$ cat config.mk
export PLATFORM = sky130hd
export DESIGN_NAME = itlb_maint_ctrl
export DESIGN_NICKNAME = d
export VERILOG_FILES = /design/src/rtl/itlb_maint_ctrl.sv
export SDC_FILE = /design/constraint.sdc
export NUM_CORES = 2
export LEC_CHECK = 0
export CORE_AREA = 4 4 418 420
export DETAILED_ROUTE_END_ITERATION = 8
export DIE_AREA = 0 0 422 424
export PLACE_DENSITY = 0.61
export SYNTH_ARGS = -nofsm -noshare
export SYNTH_HDL_FRONTEND = slang
export SYNTH_SLANG_ARGS = --single-unit
export TNS_END_PERCENT = 5
$ cat constraint.sdc
create_clock -name clk -period 4.2 [get_ports clk]
set_clock_uncertainty 0.2 [all_clocks]
set_input_delay 0.84 -clock clk [delete_from_list [all_inputs] [get_ports clk]]
set_output_delay 0.84 -clock clk [all_outputs]
set_load 0.02 [all_outputs]
$ cat src/rtl/itlb_maint_ctrl.sv
// rtl/itlb_maint_ctrl.sv - instruction-TLB maintenance engine (tlbwe/tlbre/tlbivax/tlbia)
// Optional macro ITLB_IPROT_EN: IPROT is stored and protected entries survive tlbivax/tlbia.
module itlb_maint_ctrl #(
  parameter  int ESEL_W  = 4,
  localparam int ENTRIES = 2**ESEL_W,
  localparam int ENTRY_W = 57
) (
  input  logic                        clk,
  input  logic                        rst,
  input  logic                        op_valid,
  input  logic [2:0]                  op_code,
  output logic                        op_ready,
  output logic                        op_done,
  output logic                        op_err,
  input  logic [ESEL_W-1:0]           mas_esel,
  input  logic                        mas_hes,
  input  logic                        mas_v,
  input  logic                        mas_ts,
  input  logic                        mas_iprot,
  input  logic [7:0]                  mas_tid,
  input  logic [19:0]                 mas_epn,
  input  logic [19:0]                 mas_rpn,
  input  logic [5:0]                  mas_permis,
  input  logic [31:0]                 ivax_ea,
  output logic                        rd_v,
  output logic                        rd_ts,
  output logic                        rd_iprot,
  output logic [7:0]                  rd_tid,
  output logic [19:0]                 rd_epn,
  output logic [19:0]                 rd_rpn,
  output logic [5:0]                  rd_permis,
  output logic [ESEL_W-1:0]           victim_ptr,
  output logic                        tlb_busy,
  output logic [ENTRIES*ENTRY_W-1:0]  tlb_flat
);

  // Entry layout, MSB first: V, TS, TID[7:0], EPN[19:0], RPN[19:0], PERMIS[5:0], IPROT
  localparam int V_POS     = 56;
  localparam int EPN_LSB   = 27;
  localparam int IPROT_POS = 0;

  localparam logic [2:0] S_IDLE  = 3'd0;
  localparam logic [2:0] S_WRITE = 3'd1;
  localparam logic [2:0] S_READ  = 3'd2;
  localparam logic [2:0] S_SCAN  = 3'd3;
  localparam logic [2:0] S_DONE  = 3'd4;

  logic [2:0]          state;
  logic [ENTRY_W-1:0]  ent [ENTRIES];
  logic [ESEL_W-1:0]   lat_idx;
  logic [ESEL_W-1:0]   scan_idx;
  logic                lat_hes;
  logic                lat_ia;
  logic                lat_err;
  logic [ENTRY_W-1:0]  lat_entry;
  logic [19:0]         lat_epn;
  logic                iprot_in;
  logic                scan_protect;
  logic                scan_match;
  logic [11:0]         unused_ea_lo;

  assign unused_ea_lo = ivax_ea[11:0];

`ifdef ITLB_IPROT_EN
  assign iprot_in     = mas_iprot;
  assign scan_protect = ent[scan_idx][IPROT_POS];
`else
  logic unused_iprot;
  assign unused_iprot = mas_iprot;
  assign iprot_in     = 1'b0;
  assign scan_protect = 1'b0;
`endif

  // tlbia matches every entry; tlbivax compares EPN only (TID/TS deliberately ignored)
  assign scan_match = (lat_ia || (ent[scan_idx][EPN_LSB +: 20] == lat_epn)) && !scan_protect;

  assign op_ready = (state == S_IDLE);
  assign op_done  = (state == S_DONE);
  assign op_err   = op_done & lat_err;
  assign tlb_busy = (state != S_IDLE);

  for (genvar g = 0; g < ENTRIES; g++) begin : g_flat
    assign tlb_flat[g*ENTRY_W +: ENTRY_W] = ent[g];
  end

  always_ff @(posedge clk or negedge rst) begin
    if (!rst) begin
      state      <= S_IDLE;
      for (int i = 0; i < ENTRIES; i++) ent[i] <= '0;
      victim_ptr <= '0;
      lat_idx    <= '0;
      scan_idx   <= '0;
      lat_hes    <= 1'b0;
      lat_ia     <= 1'b0;
      lat_err    <= 1'b0;
      lat_entry  <= '0;
      lat_epn    <= '0;
      {rd_v, rd_ts, rd_tid, rd_epn, rd_rpn, rd_permis, rd_iprot} <= '0;
    end else begin
      case (state)
        S_IDLE: begin
          if (op_valid) begin
            lat_idx   <= mas_hes ? victim_ptr : mas_esel;
            lat_hes   <= mas_hes;
            lat_entry <= {mas_v, mas_ts, mas_tid, mas_epn, mas_rpn, mas_permis, iprot_in};
            lat_epn   <= ivax_ea[31:12];
            lat_ia    <= (op_code == 3'b100);
            lat_err   <= 1'b0;
            scan_idx  <= '0;
            case (op_code)
              3'b001:         state <= S_WRITE;
              3'b010:         state <= S_READ;
              3'b011, 3'b100: state <= S_SCAN;
              default: begin
                lat_err <= 1'b1;
                state   <= S_DONE;
              end
            endcase
          end
        end
        S_WRITE: begin
          ent[lat_idx] <= lat_entry;
          if (lat_hes) victim_ptr <= victim_ptr + 1'b1;
          state <= S_DONE;
        end
        S_READ: begin
          {rd_v, rd_ts, rd_tid, rd_epn, rd_rpn, rd_permis, rd_iprot} <= ent[lat_idx];
          state <= S_DONE;
        end
        S_SCAN: begin
          if (scan_match) ent[scan_idx][V_POS] <= 1'b0;
          scan_idx <= scan_idx + 1'b1;
          if (&scan_idx) state <= S_DONE;
        end
        S_DONE:  state <= S_IDLE;
        default: state <= S_IDLE;
      endcase
    end
  end

endmodule

==> metrics.yaml <==
pwr:
  p_per_area_nw_per_um2: 636
  p_leak_nw: 28.3
  worst_ir_drop_vdd_mv: 0.402
detailed_routing:
  routed_wl_um: 231000
  viasPerCell: 5.40
  initialDrtViolationCount: 4177
  wire_per_inst_um: 31.0
  first_pass_iters: 5
  route.detailed.drc: 0
  vias: 40200
  ant_nets: 0
timing:
  finalCritPeriodShare_pct: 94.3
  setup_ws_ps: 238
  slew_headroom_pct: 34.4
  min_period_ps: 3960
  hold_viol_final: 0
  rsz0062_at_grt: "false"
  max_freq_ghz: 0.252
  tns_ps: 0
  setup_viol: 0
  worst_pin_slew_ps: 984
  drv_slew: 0
setup_path:
  cp_top_family: "buffers and inverters"
  path_cells: "buf_12, buf_4, mux4_2, a22o_1, a221oi_1, buf_4, xor2_1, nand4_1, nor4_4, buf_12, a31oi_1, a31o_2"
  path_buf_inv: 4
  ff2ff_path_depth: 12
  slowest_stage: "dfrtp_4"
  cp-start-kind: "flip-flop"
  crit_fanout: 23
  cp.arrival_ps: 4420
  worstSetupPathType: "reg2reg"
  r2r_slack_ps: 240
  critical_path_required_ps: 4660
  r2r_start: "scan_idx[0]"
  crit_path_max_incr_delay_ps: 560
  rr_endpoint: "tlb_flat[455]"
  end_kind: "flip-flop"
place:
  dp_cells: 7218
  place_worst_setup_slack_ps: 283
  gp_congestion: 0.937
  post-dp-hpwl_um: 164000
  dpl_cell_area_um2: 61700
  io_buffer_count: 1046
clocking:
  cts_buffers: 118
  root_buffer: "clkbuf_16"
  cts_tree: "built"
  cts.reportedPaths.clkPinSlew_ps: 60
  ctsResizeCount: 0
  cts_setup_buffers: 0
  clockBufferDepth: 3
  cts-htree-levels: 3
  clkLatencyLatePin_ps: 790
  hold_buffers: 1
  numClockSinks: 1046
die:
  ioPinCount: 1077
  die_h_um: 424
  coreArea_um2: 171000
  initial_core_util_pct: 28.1
  fp.dieArea_um2: 179000
  die_x_um: 422
  num_rows: 152
global_route:
  grt_pass1_wl_um: 325000
  overflow: 0
  antenna_found_initial: 13
  first_global_vias: 39900
  grtUsageTotal_pct: 25.2
  grt_max_degree: 111
worst_hold_path:
  hold_class: "reg2reg"
  whs_path_depth: 2
  hold_end: "lat_err"
  hp-start: "lat_err"
logic_synthesis:
  syn_area_um2: 48100
  syn_avg_cell_area_um2: 11.6
  synth_area_leaders: "dfrtp_1 54%, mux4_2 17%, nand2_1 9.7%"
  yosysWarningCount: 0
  synthCells: 4138
  ys_seq_area_share_pct: 54.4
  ys_seq_elements: 1046
  async_flop_share_pct: 100
  synth_ff_type: "dfrtp_1"
  synth_top_area_cell: "dfrtp_1"
  synth.top_cell.area_share_pct: 54.4
  synth_edf_count: 0
  synth_cell_types: 55
final_layout:
  drive_gt1_share_pct: 18.6
  fin_cells: 7451
  final_util_pct: 38.5
  mostFrequentLayoutCells: "1,220 x nand2_1, 1,045 x clkdlybuf4s50_1, 1,039 x dfrtp_1"
  final_design_area_no_fill_um2: 65900
  area_growth_pct: 37.0
  final_common_cell: "nand2_1"
  layout.nets: 5211
flow_run:
  max_cap_violations: 0
outcome:
  status: "complete, no violations"
==> per-stage QoR <==
step / power, W / hold WS (ps)
2_1_floorplan: 0.0226 / 238
3_3_place_gp: 0.0309 / 252
3_5_place_dp: 0.0311 / 262
4_1_cts: 0.0421 / 274
5_1_grt: 0.0436 / 312
6_report: 0.0419 / 275
==> kinds of logic after synthesis <==
group                      share of synthesized area, %
DFF                                                54.4
other                                           0.00780
adders and majority gates                         0.130
muxes                                              22.8
and+or+nand+nor                                    11.0
AOI/OAI and AO/OA                                  8.13
buffers and inverters                              3.09
xor gates and xnor gates                          0.419
==> sequential cells by signal, indices dropped and copies added (netlist names), 6 cells and up <==
| name | flops |
|---|---|
| rd_permis | 6 |
| rd_epn | 20 |
| lat_epn | 20 |
| rd_rpn | 20 |
| lat_entry | 56 |
| tlb_flat | 896 |
| rd_tid | 8 |
==> Yosys cell counts (all sizes together), types with 8 or more instances <==
| cell type | instances |
|---|---|
| nand2 | 1237 |
| dfrtp | 1046 |
| o21ai | 629 |
| mux4 | 354 |
| clkbuf | 280 |
| mux2 | 235 |
| buf | 74 |
| mux2i | 33 |
| nor2 | 28 |
| a21oi | 25 |
| nor3 | 23 |
| xnor2 | 16 |
| a22oi | 15 |
| nand3 | 11 |
| a31oi | 9 |
| and2 | 9 |
| nor2b | 9 |
| o211ai | 9 |
| nand3b | 8 |
==> per-layer routing <==
layer | wire, um | vias to the layer above | track usage [%] | part of all wire (%)
met4 | 15000 | 0 | 14.5 | 6.5
met3 | 20300 | 571 | 6.82 | 8.8
met5 | 0 | - | 0 | 0
met1 | 86500 | 20900 | 30.7 | 37
met2 | 109000 | 2274 | 40.5 | 47
li1 | - | 16500 | - | -
==> worst max path at each step <==
stage	end	slack, ps	start	cells after the start
floorplan	tlb_flat[170]	1090	scan_idx[0]	10
global placement	tlb_flat[626]	250	scan_idx[0]	12
detailed placement	tlb_flat[227]	280	scan_idx[0]	12
CTS	tlb_flat[227]	280	scan_idx[0]	12
global route	tlb_flat[626]	160	scan_idx[0]	12
finish	tlb_flat[455]	240	scan_idx[0]	12
==> report_power, final <==
part           leakage (nW)  switching (W)  internal (W)
clock network          1.98        0.00462       0.00623
registers              14.3        0.00303        0.0123
logic                  12.1        0.00884       0.00692
==> worst min-delay path, delay by kind of cell, from the launching register on <==
| family | cells | cell delay (ps) |
|---|---|---|
| flip-flops | 1 | 340 |
| AND/OR/NAND/NOR | 2 | 100 |
==> layout make-up <==
cell class              instances  area (um2)
fillers                     16400      105000
flip-flops and latches       1046       26200
multi-input cells            2748       20600
repair buffers               1186       12100
clock buffers                 171        3400
well taps                    2233        2790
clock inverters                50         677
diodes                         11        27.5
inverters                       6        22.5
No activity file was read; power rests on OpenSTA's default activity.
